--- config.mk ---
export PLATFORM = sky130hd
export DESIGN_NAME = ps2_init_sequencer
export DESIGN_NICKNAME = d
export VERILOG_FILES = /design/src/rtl/ps2_pkg.sv /design/src/rtl/ps2_resp_timer.sv /design/src/rtl/ps2_init_sequencer.sv
export SDC_FILE = /design/constraint.sdc
export NUM_CORES = 1
export LEC_CHECK = 0
export CAP_MARGIN = 25
export CORE_ASPECT_RATIO = 0.75
export CORE_MARGIN = 2
export CORE_UTILIZATION = 50
export DETAILED_ROUTE_END_ITERATION = 8
export HOLD_SLACK_MARGIN = 0.06
export PLACE_DENSITY = 0.77
export SLEW_MARGIN = 20
export SYNTH_ARGS = -nofsm -noshare
export SYNTH_HDL_FRONTEND = slang
export SYNTH_SLANG_ARGS = --single-unit
--- constraint.sdc ---
create_clock -name clk -period 2.7 [get_ports clk]
set_clock_uncertainty 0.2 [all_clocks]
set_input_delay 0.54 -clock clk [delete_from_list [all_inputs] [get_ports clk]]
set_output_delay 0.54 -clock clk [all_outputs]
set_load 0.01 [all_outputs]
--- src/rtl/ps2_pkg.sv ---
// Shared state encoding, PS/2 protocol byte constants and error codes for the
// PS/2 initialisation sequencer.
package ps2_pkg;

  typedef enum logic [3:0] {
    ST_IDLE     = 4'd0,
    ST_SEND     = 4'd1,
    ST_WAIT_TX  = 4'd2,
    ST_WAIT_ACK = 4'd3,
    ST_WAIT_BAT = 4'd4,
    ST_WAIT_ID  = 4'd5,
    ST_READY    = 4'd6,
    ST_HOST_TX  = 4'd7,
    ST_HOST_ACK = 4'd8,
    ST_ERROR    = 4'd9
  } ps2_state_e;

  localparam logic [7:0] PS2_CMD_RESET    = 8'hFF;
  localparam logic [7:0] PS2_RSP_ACK      = 8'hFA;
  localparam logic [7:0] PS2_RSP_RESEND   = 8'hFE;
  localparam logic [7:0] PS2_RSP_BAT_OK   = 8'hAA;
  localparam logic [7:0] PS2_RSP_BAT_FAIL = 8'hFC;

  localparam logic [2:0] ERR_NONE         = 3'd0;
  localparam logic [2:0] ERR_TX_TIMEOUT   = 3'd1;
  localparam logic [2:0] ERR_RESP_TIMEOUT = 3'd2;
  localparam logic [2:0] ERR_RETRIES      = 3'd3;
  localparam logic [2:0] ERR_BAD_BYTE     = 3'd4;

  // States in which the device owes us a response byte.
  function automatic logic is_resp_state(input ps2_state_e s);
    return (s == ST_WAIT_ACK) || (s == ST_WAIT_BAT) ||
           (s == ST_WAIT_ID)  || (s == ST_HOST_ACK);
  endfunction

endpackage

--- src/rtl/ps2_resp_timer.sv ---
// Response timeout counter: synchronous clear, count enable and a terminal-count
// flag raised on the CLOCK_CYCLES_FOR_RESP-th enabled cycle after a clear.
module ps2_resp_timer #(
  parameter int unsigned CLOCK_CYCLES_FOR_RESP = 50000000,
  parameter int unsigned DATA_WIDTH_FOR_RESP   = 26
) (
  input  logic clk,
  input  logic reset,
  input  logic clear,
  input  logic enable,
  output logic timed_out
);

  localparam logic [DATA_WIDTH_FOR_RESP-1:0] LAST =
    DATA_WIDTH_FOR_RESP'(CLOCK_CYCLES_FOR_RESP - 1);

  logic [DATA_WIDTH_FOR_RESP-1:0] count;

  always_ff @(posedge clk) begin
    if (reset || clear) begin
      count <= '0;
    end else if (enable && (count != LAST)) begin
      count <= count + DATA_WIDTH_FOR_RESP'(1);
    end
  end

  assign timed_out = enable && (count == LAST);

endmodule

--- src/rtl/ps2_init_sequencer.sv ---
// Sequences a PS/2 transceiver through device reset/enable, then forwards the
// device byte stream and arbitrates single host commands onto the transceiver.
module ps2_init_sequencer
  import ps2_pkg::*;
#(
  parameter logic [7:0]  ENABLE_CMD            = 8'hF4,
  parameter bit          EXPECT_ID             = 1'b1,
  parameter int unsigned MAX_RETRIES           = 3,
  parameter int unsigned CLOCK_CYCLES_FOR_RESP = 50000000,
  parameter int unsigned DATA_WIDTH_FOR_RESP   = 26
) (
  input  logic       clk,
  input  logic       reset,
  input  logic       start,
  input  logic [7:0] host_command,
  input  logic       host_send,
  output logic [7:0] the_command,
  output logic       send_command,
  input  logic       command_was_sent,
  input  logic       error_communication_timed_out,
  input  logic [7:0] received_data,
  input  logic       received_data_en,
  output logic       init_busy,
  output logic       init_done,
  output logic       init_error,
  output logic [2:0] error_code,
  output logic       host_ack,
  output logic [7:0] data_out,
  output logic       data_valid
);

  ps2_state_e state_q, state_d;
  logic [7:0] cmd_q, cmd_d;
  logic [7:0] retry_q, retry_d;
  logic [7:0] the_command_d;
  logic       send_command_d;
  logic [2:0] error_code_d;
  logic       host_ack_d;
  logic [7:0] data_out_d;
  logic       data_valid_d;
  logic       resp_timed_out;

  ps2_resp_timer #(
    .CLOCK_CYCLES_FOR_RESP(CLOCK_CYCLES_FOR_RESP),
    .DATA_WIDTH_FOR_RESP  (DATA_WIDTH_FOR_RESP)
  ) u_resp_timer (
    .clk      (clk),
    .reset    (reset),
    .clear    (state_d != state_q),
    .enable   (is_resp_state(state_q)),
    .timed_out(resp_timed_out)
  );

  always_ff @(posedge clk) begin
    if (reset) begin
      state_q      <= ST_IDLE;
      cmd_q        <= '0;
      retry_q      <= '0;
      the_command  <= '0;
      send_command <= 1'b0;
      error_code   <= ERR_NONE;
      host_ack     <= 1'b0;
      data_out     <= '0;
      data_valid   <= 1'b0;
    end else begin
      state_q      <= state_d;
      cmd_q        <= cmd_d;
      retry_q      <= retry_d;
      the_command  <= the_command_d;
      send_command <= send_command_d;
      error_code   <= error_code_d;
      host_ack     <= host_ack_d;
      data_out     <= data_out_d;
      data_valid   <= data_valid_d;
    end
  end

  always_comb begin
    state_d        = state_q;
    cmd_d          = cmd_q;
    retry_d        = retry_q;
    the_command_d  = the_command;
    send_command_d = send_command;
    error_code_d   = error_code;
    host_ack_d     = 1'b0;
    data_out_d     = data_out;
    data_valid_d   = 1'b0;

    unique case (state_q)
      ST_IDLE: begin
        if (start) begin
          state_d = ST_SEND;
          cmd_d   = PS2_CMD_RESET;
          retry_d = '0;
        end
      end
      ST_SEND: begin
        the_command_d  = cmd_q;
        send_command_d = 1'b1;
        state_d        = ST_WAIT_TX;
      end
      ST_WAIT_TX: begin
        if (error_communication_timed_out) begin
          send_command_d = 1'b0;
          error_code_d   = ERR_TX_TIMEOUT;
          state_d        = ST_ERROR;
        end else if (command_was_sent) begin
          send_command_d = 1'b0;
          state_d        = ST_WAIT_ACK;
        end
      end
      ST_WAIT_ACK: begin
        if (received_data_en) begin
          if (received_data == PS2_RSP_ACK) begin
            state_d = (cmd_q == PS2_CMD_RESET) ? ST_WAIT_BAT : ST_READY;
          end else if (received_data == PS2_RSP_RESEND) begin
            // retry_q counts resends already issued; the one that would reach
            // MAX_RETRIES is refused.
            if (retry_q + 8'd1 >= 8'(MAX_RETRIES)) begin
              error_code_d = ERR_RETRIES;
              state_d      = ST_ERROR;
            end else begin
              retry_d = retry_q + 8'd1;
              state_d = ST_SEND;
            end
          end else begin
            error_code_d = ERR_BAD_BYTE;
            state_d      = ST_ERROR;
          end
        end else if (resp_timed_out) begin
          error_code_d = ERR_RESP_TIMEOUT;
          state_d      = ST_ERROR;
        end
      end
      ST_WAIT_BAT: begin
        if (received_data_en) begin
          if (received_data == PS2_RSP_BAT_OK) begin
            if (EXPECT_ID) begin
              state_d = ST_WAIT_ID;
            end else begin
              state_d = ST_SEND;
              cmd_d   = ENABLE_CMD;
              retry_d = '0;
            end
          end else begin
            error_code_d = ERR_BAD_BYTE;
            state_d      = ST_ERROR;
          end
        end else if (resp_timed_out) begin
          error_code_d = ERR_RESP_TIMEOUT;
          state_d      = ST_ERROR;
        end
      end
      ST_WAIT_ID: begin
        if (received_data_en) begin
          state_d = ST_SEND;
          cmd_d   = ENABLE_CMD;
          retry_d = '0;
        end else if (resp_timed_out) begin
          error_code_d = ERR_RESP_TIMEOUT;
          state_d      = ST_ERROR;
        end
      end
      ST_READY: begin
        if (received_data_en) begin
          data_valid_d = 1'b1;
          data_out_d   = received_data;
        end
        if (start) begin
          state_d = ST_SEND;
          cmd_d   = PS2_CMD_RESET;
          retry_d = '0;
        end else if (host_send) begin
          the_command_d  = host_command;
          send_command_d = 1'b1;
          state_d        = ST_HOST_TX;
        end
      end
      ST_HOST_TX: begin
        if (error_communication_timed_out) begin
          send_command_d = 1'b0;
          state_d        = ST_READY;
        end else if (command_was_sent) begin
          send_command_d = 1'b0;
          state_d        = ST_HOST_ACK;
        end
      end
      ST_HOST_ACK: begin
        if (received_data_en) begin
          if (received_data == PS2_RSP_ACK) begin
            host_ack_d = 1'b1;
            state_d    = ST_READY;
          end else if (received_data == PS2_RSP_RESEND) begin
            state_d = ST_READY;
          end else begin
            data_valid_d = 1'b1;
            data_out_d   = received_data;
          end
        end else if (resp_timed_out) begin
          state_d = ST_READY;
        end
      end
      ST_ERROR: begin
        if (start) begin
          error_code_d = ERR_NONE;
          state_d      = ST_SEND;
          cmd_d        = PS2_CMD_RESET;
          retry_d      = '0;
        end
      end
      default: state_d = ST_IDLE;
    endcase
  end

  assign init_busy  = (state_q != ST_IDLE) && (state_q != ST_READY) && (state_q != ST_ERROR);
  assign init_done  = (state_q == ST_READY);
  assign init_error = (state_q == ST_ERROR);

endmodule

Yosys cells after proc, flatten, opt, wreduce, memory -nomap -nowiden
Cells that the tools add are included.
- register bits after elaboration: 68
- word-level logic and storage cells: 139
- bits of input ports: 23
- equality and inequality tests: 37
- multiplexer cells: 61
- bitwise logic cells: 2
- add/sub/neg operators: 2
- reductions and logical operators: 26
- $lt $le $gt $ge: 1
- operator list (cell ; count):
    8-bit two-way mux ; 14
    4-bit two-way mux ; 19
    8-bit one-hot mux with 2 select lines ; 3
    4-bit one-hot mux with 9 select lines ; 1
    8-bit == test, second input constant ; 4
    3-bit two-way mux ; 10
    26-bit by 1-bit adder with 26-bit output, second input constant ; 1
    26-bit == test, second input constant ; 1
    2-bit inequality test, second input constant ; 13
    26-bit inequality test, second input constant ; 1
    8-bit one-hot mux with 3 select lines ; 1
    4-bit by 3-bit == test with 1-bit output, second input constant ; 4
    3-bit one-hot mux with 5 select lines ; 1
    7-bit AND reduction ; 2
    1-bit two-way mux ; 9
    8-bit by 1-bit adder with 8-bit output, second input constant ; 1
    4-bit by 2-bit == test with 1-bit output, second input constant ; 2
    4-bit == test, second input constant ; 2
    8-bit by 2-bit >= comparator with 1-bit output, second input constant ; 1
    4-bit by 3-bit inequality test with 1-bit output, second input constant ; 2
    3-bit inequality test, second input constant ; 2
    3-bit AND reduction ; 2
    2-bit nonzero test ; 3
    3-bit nonzero test ; 2
    other kinds (18) ; 28

Logic depth before layout (Yosys ltp)
Gate-level depths: netlist (run 1).
- word-level depth: 10
- gate-level depth with buffers: 10
- depth with buffers taken out: 9

Modules after synthesis
From an unflattened synthesis (run 1), not the netlist that was laid out.
- cell total of the unflattened synthesis: 461
- area, all modules: 3719.8 um^2
- by module, submodules not included (module ; area each (um^2) ; cells an instance ; instances):
    ps2_init_sequencer ; 2304.7 ; 289 ; 1
    ps2_resp_timer ; 1415.1 ; 172 ; 1

Least setup slack after synthesis (run 1)
Ideal clock, no wire load.
- path kind: flip-flop to flip-flop
- from: register u_resp_timer.count[0]
- to: register u_resp_timer.count[10]
- arrival: 2.522 ns
- cell stages (with the launch flop): 11
- setup time: 0.073 ns
- path buffers: 1
- setup slack: -0.094 ns
- clock period less this slack: 2.794 ns
- required time: 2.427 ns
- cell sequence: dfxtp_1 ha_1 nand2_1 nor2_1 nand3_4 mux2_4 a2111oi_4 xnor2_1 o2111ai_2 buf_6 nor3_2
- cells in the longest elaborated chain, start to end: 7
- elaborated cells between the ends (all ways): 14
- ends and longest elaborated chain (item ; RTL line ; RTL):
    from (decl) ; ps2_resp_timer.sv:17 ; logic [DATA_WIDTH_FOR_RESP-1:0] count;
    from (signal assigned) ; ps2_resp_timer.sv:23 ; count <= count + DATA_WIDTH_FOR_RESP'(1);
    26-bit == test ; ps2_resp_timer.sv:27 ; assign timed_out = enable && (count == LAST);
    1-bit logical AND ; ps2_resp_timer.sv:27 ;
    4-bit two-way mux (on tied branches) (2 in series) ; n/a ;
    4-bit one-hot mux with 9 select lines ; ps2_init_sequencer.sv:89 ; unique case (state_q)
    4-bit inequality test ; ps2_init_sequencer.sv:49 ; .clear (state_d != state_q),
    1-bit logical OR ; ps2_resp_timer.sv:20 ; if (reset || clear) begin
Several ways; a longest one is shown, not always the timed one.
A chain may end at the register's enable or synchronous reset.

Worst setup path after layout (run 1)
- from: input port received_data[7]
- to: register u_resp_timer.count[19]
- cells in the longest elaborated chain, start to end: 7
- elaborated cells between the ends (all ways): 14
- ends and longest elaborated chain (item ; RTL line ; RTL):
    from (decl) ; ps2_init_sequencer.sv:21 ; input logic [7:0] received_data,
    8-bit == test ; ps2_init_sequencer.sv:116, ps2_init_sequencer.sv:193 ;
    4-bit two-way mux (on tied branches) ; ps2_init_sequencer.sv:193, ps2_init_sequencer.sv:116 ;
    4-bit two-way mux (on tied branches) ; ps2_init_sequencer.sv:190, ps2_init_sequencer.sv:114 ;
    4-bit two-way mux (on tied branches) ; ps2_init_sequencer.sv:189, ps2_init_sequencer.sv:113 ;
    4-bit one-hot mux with 9 select lines * ; ps2_init_sequencer.sv:89 ;
    4-bit inequality test * ; ps2_init_sequencer.sv:49 ;
    1-bit logical OR * ; ps2_resp_timer.sv:20 ;
Every way passes the cells marked *; elsewhere a longest branch is shown, timed or not.

==> impl_metrics.ini, run 1 <==
[worst_setup_path]
arrival_ps = 2990
path_class = input pin to flip-flop
endpoint_kind = flip-flop
required_ps = 2780
cp_max_fo = 7
startpoint_type = input pin

[clock_network]
cts.clk_slew.worst_paths_ps = 80
root_buffer = clkbuf_8
cts-htree-levels = 3
cts_hold_buf = 0
cts_made_buffers = 9
clockBufferDepth = 2
cts_sinks = 62
insertion_delay_ps = 350
cts_tree = yes

[outcome]
violations = negative setup slack
status = finished, violations left

[yosys]
synth_top_family_by_area = simple AND/OR/NAND/NOR gates
synth-compound-area-share = 0.179
synth_fp_nets = 443
synth.area.mux_share = 0.0300
synth.cell_area_um2 = 3510
synthAdderAreaFrac = 0.0107
synth.avg_cell_area_um2 = 8.41
synthSimpleGateAreaFrac = 0.309
synthXorXnorAreaFrac = 0.0699
synth_cell_types = 63
seq_area_frac_synth = 0.354
yosysWarnings = 0
synth_edf_count = 0
synthArstFlopShare = 0
syn_inst = 417
synth_ff_type = dfxtp_1
synth_seq_cells = 62

[power_and_ir_drop]
irDropWorstVdd_mv = 0.301
p_per_area_nw_per_um2 = 506
power_leakage_uw = 0.00200

[global_routing]
grt_use_total = 0.255
grt_pass1_vias = 3408
grt_remaining_overflow = 0
grt_max_degree = 31
grt_pass1_wl_um = 15900
antenna_found_initial = 0

[job]
maxCapViolCount = 0

[route]
antenna_left = 0
vias_per_cell = 5.93
wl_per_cell_um = 16.7
drt-initial-drc-count = 291
via_count = 3688
drc_errors = 0
wl_um = 10400
drt_first_pass_iters = 5

[timing]
finalSetupViolations = 26
fmax_mhz = 344
fin_ws_ps = -209
finalHoldViolations = 0
slew_headroom = 0.627
fin_crit_ps = 2910
layout_worst_path_cycle_share = 1.08
rsz0062_at_grt = yes
final_max_slew_viol_count = 0
worst_slew_pin_slew_ps = 545

[floorplanning]
pin_count = 48
initial_core_util = 0.516
core_area_um2 = 6800
dieArea_um2 = 7710
placementRows = 26
dieWidth_um = 101
die_h_um = 76.5

[place]
dpl-instance-area_um2 = 4570
dp_hpwl_um = 6950
routabilityCongestion = 0.989
dp_cells = 602
place.port_buffers = 47

[cells_and_area]
stdcell_area_um2 = 5080
area_delta_synth_final_pct = 44.7
n_antenna_cell = 0
drive_above_1_share = 0.277
final_cells = 622
nets = 559

[hold_path]
hold_path_class = flip-flop to flip-flop
==> logic make-up after synthesis <==
family | Yosys count
flip-flops | 62
XOR/XNOR | 28
buffers and inverters | 34
AO/OA/AOI/OAI | 90
adder cells (fa/ha/maj) | 3
multiplexers | 10
AND/OR/NAND/NOR | 190
==> final timing paths <==
check	from	end	slack [ps]	depth (start not counted)
max	received_data[7]	u_resp_timer.count[19]	-210	10
min	cmd_q[6]	cmd_q[6]	300	2
max reg2reg	u_resp_timer.count[11]	u_resp_timer.count[19]	-160	9
min reg2reg	cmd_q[6]	cmd_q[6]	300	2
==> final cells by class <==
type / instances / area, um2
Multi-Input combinational cell: 321 / 2310
Fill cell: 464 / 1720
Sequential cell: 62 / 1250
Timing Repair Buffer: 125 / 1130
Clock buffer: 11 / 151
Tap cell: 84 / 105
Clock inverter: 5 / 81.3
Inverter: 14 / 52.6
==> metal layers <==
layer,global-route usage,up-vias,wire [um]
li1,-,1753,-
met3,0.0578,26,731
met4,0.0781,0,200
met1,0.362,1757,4820
met2,0.383,152,4660
met5,0,-,0
==> worst max-delay path: stages <==
cell and delay, ps:
clkdlybuf4s50_1 450, nand4_1 180, nor2_1 90, a32oi_1 250
o21ai_0 230, a2111oi_4 450, xnor2_2 180, o2111ai_4 230
clkbuf_16 260, nor3_4 120
==> power breakdown <==
group	internal, uW	switching, uW
clock	570	377
sequential	951	30.0
combinational	280	361
==> synth_stat cells, types with 3 or more instances <==
cell type	count	share of area
dfxtp_1	62	0.35
nor2_1	55	0.059
a21oi_1	30	0.043
nand2_1	23	0.025
nor3_2	20	0.057
nor3_1	19	0.027
and3_1	14	0.025
nand3_1	14	0.020
o21ai_0	14	0.020
xnor2_1	14	0.035
xor2_1	14	0.035
inv_1	13	0.014
a211oi_1	11	0.024
nand4_1	11	0.020
clkbuf_1	9	0.0096
mux2i_1	9	0.026
nand2b_1	7	0.012
buf_6	5	0.016
buf_1	4	0.0043
nand3b_1	4	0.0086
or3_1	4	0.0071
a21boi_0	3	0.0064
and2_1	3	0.0054
ha_1	3	0.011
nor4_1	3	0.0054
o21bai_1	3	0.0064
==> timing repair <==
action / in CTS / in global routing
cloned: 0 / 3
resized for setup: 11 / 32
setup buffers: 0 / 1
setup endpoints to repair: 29 / 29
pin swaps: 1 / 29
endpoints found under the hold margin: 0 / 0
==> metrics by stage <==
step / worst slack [ps] / util / hold WS (ps) / TNS, ps / total power (uW)
after floorplan: 4.74 / - / 247 / 0 / 1300
after global placement: -381 / 0.672 / 265 / -11130 / 1520
after detailed placement: -419 / 0.672 / 270 / -12220 / 1530
after CTS: -103 / 0.710 / 280 / -1990 / 2470
after global routing: -300 / 0.747 / 318 / -6500 / 2670
final: -209 / 0.747 / 296 / -4360 / 2570
==> sequential cells by signal, indices dropped and copies added (netlist names) <==
name,cells
cmd_q,2
data_out,8
data_valid,1
error_code,3
host_ack,1
retry_q,8
send_command,1
state_q,4
the_command,8
u_resp_timer.count,26
==> layout by cell type (no fill, tap or decap), types with 3 or more instances in the layout <==
cell type	Yosys	final
dfxtp_1	62	57
o21ai_0	14	14
a21boi_0	3	3
nor2_1	55	53
or3_1	4	4
o21bai_1	3	3
clkdlybuf4s50_1	0	46
nand3b_1	4	4
dfxtp_2	0	4
clkbuf_8	0	11
a21oi_1	30	29
xnor2_1	14	13
nor4_1	3	3
buf_4	0	71
inv_1	13	13
buf_6	5	3
nand3_1	14	14
nand2_1	23	23
nor3_1	19	13
nor3_2	20	11
xor2_1	14	14
mux2i_1	9	9
and3_1	14	14
nand2b_1	7	6
and2_1	3	3
nand4_1	11	11
a211oi_1	11	9
nor2_2	2	3
nor3_4	0	15
Power figures use the tool's default switching activity.
==> inputs of run 2 (changes only) <==
--- a/config.mk
+++ b/config.mk
@@ -5,12 +5,14 @@
 export SDC_FILE = /design/constraint.sdc
 export NUM_CORES = 1
 export LEC_CHECK = 0
-export CAP_MARGIN = 25
+export CAP_MARGIN = 20
 export CORE_ASPECT_RATIO = 0.75
 export CORE_MARGIN = 2
 export CORE_UTILIZATION = 50
 export DETAILED_ROUTE_END_ITERATION = 8
+export GPL_ROUTABILITY_DRIVEN = 0
 export HOLD_SLACK_MARGIN = 0.06
+export MAX_ROUTING_LAYER = met4
 export PLACE_DENSITY = 0.77
 export SLEW_MARGIN = 20
 export SYNTH_ARGS = -nofsm -noshare
==> run 2 against run 1 <==
Compared with the run above: the run still ends with negative setup slack left; maximum frequency hardly changed; sequential cell count unchanged; design area up 1.7%; setup slack worse by 2.6 ps; global-route usage rose by 3.7 points.
==> impl_metrics.ini, run 2 (synthesis gave the netlist of run 1 again) <==
[worst_setup_path]
cpPeakStageDelay_ps = 440
crit_chain = clkdlybuf4s50_1 > nand4_1 > nor2_2 > a32oi_1 > o21ai_1 > a2111oi_4 > xnor2_2 > o2111ai_4 > clkbuf_16 > nor3_2
arrival_ps = 3000
cpMaxStageDelayCell = clkdlybuf4s50_1
r2r_slack_ps = -170
cp_max_fo = 6
required_ps = 2780
path_class = input pin to flip-flop
endpoint_kind = flip-flop
r2r_cells = 9
startpoint_type = input pin

[clock_network]
root_buffer = clkbuf_8
cts-htree-levels = 3
cts.clk_slew.worst_paths_ps = 70
cts_tree = yes
cts_made_buffers = 9
cts_hold_buf = 0
clockBufferDepth = 2
insertion_delay_ps = 360
cts_sinks = 62

[cells_and_area]
stdcell_area_um2 = 5160
regMostFlops = u_resp_timer.count
drive_above_1_share = 0.297
n_antenna_cell = 0
multi_input_area_um2 = 2350
nFillCells = 410
seqCellArea_um2 = 1250
area_delta_synth_final_pct = 47.2
final_common_cell = buf_4
largest_reg_flops = 26
layout_common_cells = 72 x buf_4, 57 x dfxtp_1, 51 x nor2_1
nets = 564

[floorplanning]
dieArea_um2 = 7710
dieWidth_um = 101
pin_count = 48
core_area_um2 = 6800
die_h_um = 76.5
placementRows = 26
initial_core_util = 0.516

[route]
antenna_left = 0
drc_errors = 0
wl_um = 12400
drt_first_pass_iters = 8
drt-initial-drc-count = 523
wl_per_cell_um = 19.8
via_count = 3974
vias_per_cell = 6.34

[hold_path]
hold_depth = 2
hold_path_class = flip-flop to flip-flop

[power_and_ir_drop]
p_per_area_nw_per_um2 = 488
power_leakage_uw = 0.00204
irDropWorstVdd_mv = 0.286

[timing]
rsz0062_at_grt = yes
fin_crit_ps = 2910
fmax_mhz = 343
final_max_slew_viol_count = 0
fin_ws_ps = -212
whs_ps = 297
finalHoldViolations = 0
slew_headroom = 0.672
layout_worst_path_cycle_share = 1.08
finalSetupViolations = 27
timing.setup.tns_ps = -4030
worst_slew_pin_slew_ps = 480

[global_routing]
grt_pass1_wl_um = 17400
grt_use_total = 0.292
grt_pass1_vias = 3508
grt_remaining_overflow = 0
grt_max_degree = 31
antenna_found_initial = 0

[place]
dp_hpwl_um = 7140
dp_worst_setup_slack_ps = -388
place.port_buffers = 47
dpl-instance-area_um2 = 4560

[job]
maxCapViolCount = 0

[outcome]
status = finished, violations left
violations = negative setup slack
run 2: cell count changes in the layout (fill, tap and decap cells not counted), sizes merged, moves of 2 or more:
cell / change
buf: +4
clkbuf: +2
clkdlybuf4s50: -2
dlymetal6s2s: +2
run 2: layout make-up:
class	instances	share of cell area
clock buffers	12	0.0301
clock inverters	4	0.00873
inverters	14	0.0102
multi-input cells	321	0.456
flip-flops and latches	62	0.242
well taps	84	0.0204
repair buffers	130	0.233
run 2: critical path: cells and delay by family:
kind	cells	cell delay, ps
buffers and inverters	2	700
AO/OA/AOI/OAI	4	1130
XOR/XNOR	1	180
AND/OR/NAND/NOR	3	450
run 2: per-layer routing:
| metal | wire (um) | vias to the layer above | share of wire | GRT usage |
|---|---|---|---|---|
| met5 | 0 | - | 0 | - |
| met4 | 436 | 0 | 0.035 | 0.0671 |
| met3 | 1130 | 62 | 0.091 | 0.0633 |
| met2 | 5810 | 280 | 0.47 | 0.453 |
| met1 | 5050 | 1873 | 0.41 | 0.390 |
| li1 | - | 1759 | - | - |
run 2: stage by stage:
stage,utilization,cells,power [uW]
3_3_place_gp,0.670,601,1510
4_1_cts,0.716,622,2390
3_5_place_dp,0.670,601,1530
6_report,0.759,627,2520
5_1_grt,0.759,627,2610
2_1_floorplan,-,417,1300
run 2: timing repair:
| action | CTS | global route |
|---|---|---|
| hold endpoints to repair | 0 | 0 |
| pin swaps | 2 | 30 |
| endpoints found under the setup margin | 28 | 30 |
| buffers inserted | 4 | 2 |
| gates resized for setup | 17 | 42 |
| gates cloned | 1 | 4 |
run 2: power by group:
part | total [uW] | switching (uW) | internal [uW]
Sequential | 983 | 31.8 | 951
Clock | 838 | 367 | 472
Combinational | 699 | 390 | 310
Total | 2520 | 788 | 1730
run 2: final timing paths:
kind | startpoint | endpoint
setup / recovery | received_data[7] | u_resp_timer.count[0]
hold / removal | send_command | send_command
hold reg to reg | send_command | send_command
setup reg to reg | u_resp_timer.count[11] | u_resp_timer.count[0]
==> inputs of run 3 (changes only) <==
--- a/config.mk
+++ b/config.mk
@@ -7,14 +7,15 @@
 export LEC_CHECK = 0
 export CAP_MARGIN = 20
 export CORE_ASPECT_RATIO = 0.75
-export CORE_MARGIN = 2
+export CORE_MARGIN = 3
 export CORE_UTILIZATION = 50
 export DETAILED_ROUTE_END_ITERATION = 8
 export GPL_ROUTABILITY_DRIVEN = 0
 export HOLD_SLACK_MARGIN = 0.06
 export MAX_ROUTING_LAYER = met4
-export PLACE_DENSITY = 0.77
+export PLACE_DENSITY = 0.76
 export SLEW_MARGIN = 20
 export SYNTH_ARGS = -nofsm -noshare
 export SYNTH_HDL_FRONTEND = slang
+export SYNTH_HIERARCHICAL = 1
 export SYNTH_SLANG_ARGS = --single-unit
==> run 3 against run 2 <==
Compared with the run above: setup slack worse by 940 ps; register-to-register slack worse by 980 ps; largest cell class unchanged; final cell count increased by 16%; critical path depth grew 1; utilization rose by 4.0 points; synthesized area rose by 6.1%; the run still ends with negative setup slack left; clock-buffer cell count up 1; non-clock buffer count up 53; highest routed layer unchanged.
==> impl_metrics.ini, run 3 <==
[cells_and_area]
stdcell_area_um2 = 5610
regMostFlops = u_resp_timer/count
nets = 652
drive_above_1_share = 0.336
final_common_cell = buf_4
nFillCells = 425
n_antenna_cell = 0
area_delta_synth_final_pct = 50.9
largest_reg_flops = 26
layout_common_cells = 121 x buf_4, 56 x dfxtp_1, 47 x nor2_1

[power_and_ir_drop]
irDropWorstVdd_mv = 0.363
switchingPower_uw = 954
p_seq_frac = 0.350
finalPower_uw = 2900
p_comb_frac = 0.377
p_per_area_nw_per_um2 = 516
switching_share = 0.330
clock_power_share = 0.273
power_leakage_uw = 0.00230
internal_power_uw = 1940

[floorplanning]
dieArea_um2 = 8520
die_h_um = 80.7
pin_count = 48
initial_core_util = 0.529
dieWidth_um = 106
core_area_um2 = 7030
placementRows = 26

[worst_setup_path]
startpoint_type = flip-flop
r2r_cells = 11
r2r-end = u_resp_timer/count[15]
arrival_ps = 3940
endpoint_kind = flip-flop
required_ps = 2790
r2r_slack_ps = -1150
rr_startpoint = u_resp_timer/count[22]
setup.worst_path.end = u_resp_timer/count[15]
startpoint = u_resp_timer/count[22]
cp_max_fo = 8
path_class = flip-flop to flip-flop

[clock_network]
cts-htree-levels = 3
cts.clk_slew.worst_paths_ps = 70
cts_tree = yes
cts_made_buffers = 9
insertion_delay_ps = 350
cts_sinks = 62
root_buffer = clkbuf_8
clockBufferDepth = 2

[job]
maxCapViolCount = 0

[yosys]
syn_inst = 461
synth_edf_count = 0
synthArstFlopShare = 0
synth_area_leaders = dfxtp_1 33%, nor2_1 5.2%, a21oi_1 4.0%, nand2_1 3.8%, mux2i_1 3.2%
synth_seq_cells = 62
yosysWarnings = 6
synth_area_leader_cell = dfxtp_1
synth_fp_nets = 487
synth_cell_types = 68
seq_area_frac_synth = 0.334
synth_ff_type = dfxtp_1
synth.avg_cell_area_um2 = 8.07
yosysMostFrequentCell = dfxtp_1
synth_top_area_frac = 0.334
synth.cell_area_um2 = 3720
synth_commonest_cells = 62 x dfxtp_1, 52 x nor2_1, 38 x nand2_1, 30 x a21oi_1

[global_routing]
grt_use_total = 0.315
grt_pass1_vias = 4362
grt_pass1_wl_um = 21000
grt_max_degree = 23
antenna_found_initial = 0
grt_remaining_overflow = 0

[timing]
slew_headroom = 0.520
final_max_slew_viol_count = 0
worst_slew_pin_slew_ps = 714
finalSetupViolations = 26
rsz0062_at_grt = yes
fmax_mhz = 260
fin_crit_ps = 3850
finalHoldViolations = 0
fin_ws_ps = -1150
whs_ps = 279
layout_worst_path_cycle_share = 1.43

[outcome]
violations = negative setup slack
status = finished, violations left

[route]
drc_errors = 0
via_count = 4656
wl_met2_um = 6090
dr_wl_met3_um = 1600
drt-initial-drc-count = 556
vias_per_cell = 6.39
top_layer = met4
drt_first_pass_iters = 5
wl_per_cell_um = 19.0
antenna_left = 0
wl_met1_um = 5450
wl_um = 13900

[place]
dpl-instance-area_um2 = 5060
dp_hpwl_um = 8520
place.port_buffers = 47
dp_worst_setup_slack_ps = -1220

[hold_path]
hold_path_class = flip-flop to flip-flop
run 3: final cells by class:
class	count	area, um2	area share
flip-flops and latches	62	1250	0.223
multi-input cells	355	2460	0.439
repair buffers	183	1530	0.272
clock inverters	3	17.5	0.00312
inverters	15	58.8	0.0105
well taps	98	123	0.0218
clock buffers	13	169	0.0301
run 3: how the worst min path moves through the flow:
| stage | start | to | cells past startpoint |
|---|---|---|---|
| 6_report | cmd_q[3] | cmd_q[3] | 2 |
| 5_1_grt | the_command[6] | the_command[6] | 2 |
| 4_1_cts | cmd_q[3] | cmd_q[3] | 2 |
| 3_5_place_dp | cmd_q[3] | cmd_q[3] | 2 |
| 3_3_place_gp | cmd_q[3] | cmd_q[3] | 2 |
| 2_1_floorplan | cmd_q[3] | cmd_q[3] | 2 |
run 3: repair_timing:
item,4_1_cts,5_1_grt
gates resized for setup,69,30
hold buffers,0,0
endpoints found under the setup margin,40,33
pin swaps,12,10
endpoints found under the hold margin,0,0
cloned,1,0
setup buffers,13,6
run 3: cell families (layout without fill, tap and decap cells):
| group | count (synthesis) | count (layout) | synth area share |
|---|---|---|---|
| and+or+nand+nor | 211 | 211 | 0.314 |
| adders and majority gates | 3 | 3 | 0.0101 |
| xor gates and xnor gates | 6 | 6 | 0.0141 |
| buffers and inverters | 44 | 214 | 0.0619 |
| muxes | 14 | 14 | 0.0383 |
| DFF | 62 | 62 | 0.334 |
| AOI/OAI and AO/OA | 121 | 121 | 0.227 |
run 3: power groups by stage:
| stage | logic, uW | registers [uW] | clock network (uW) |
|---|---|---|---|
| floorplan | 437 | 1040 | 0 |
| global placement | 860 | 1020 | 0 |
| detailed placement | 877 | 1030 | 0 |
| CTS | 986 | 1010 | 794 |
| global route | 1160 | 1020 | 837 |
| finish | 1090 | 1010 | 791 |
run 3: metal layers:
| metal | track usage | vias up |
|---|---|---|
| met2 | 0.499 | 371 |
| met4 | 0.131 | 0 |
| met1 | 0.379 | 2123 |
| met5 | - | - |
| li1 | - | 2065 |
| met3 | 0.0940 | 97 |
run 3: through the flow:
step                setup TNS (ps)   util  cells
floorplan                   -26430      -    461
global placement            -29450  0.720    696
detailed placement          -32480  0.720    696
CTS                         -22080  0.780    725
global route                -28460  0.799    729
finish                      -26510  0.799    729
run 3: critical path, stage by stage (launching register included):
cell and delay, ps:
dfxtp_1 340, nand4_1 250, nor4_4 440, and3_4 280, mux2i_2 250, o31ai_2 90
or4b_4 500, a32o_1 230, a2111o_1 310, or2_4 320, or4_4 510, nand2_1 70
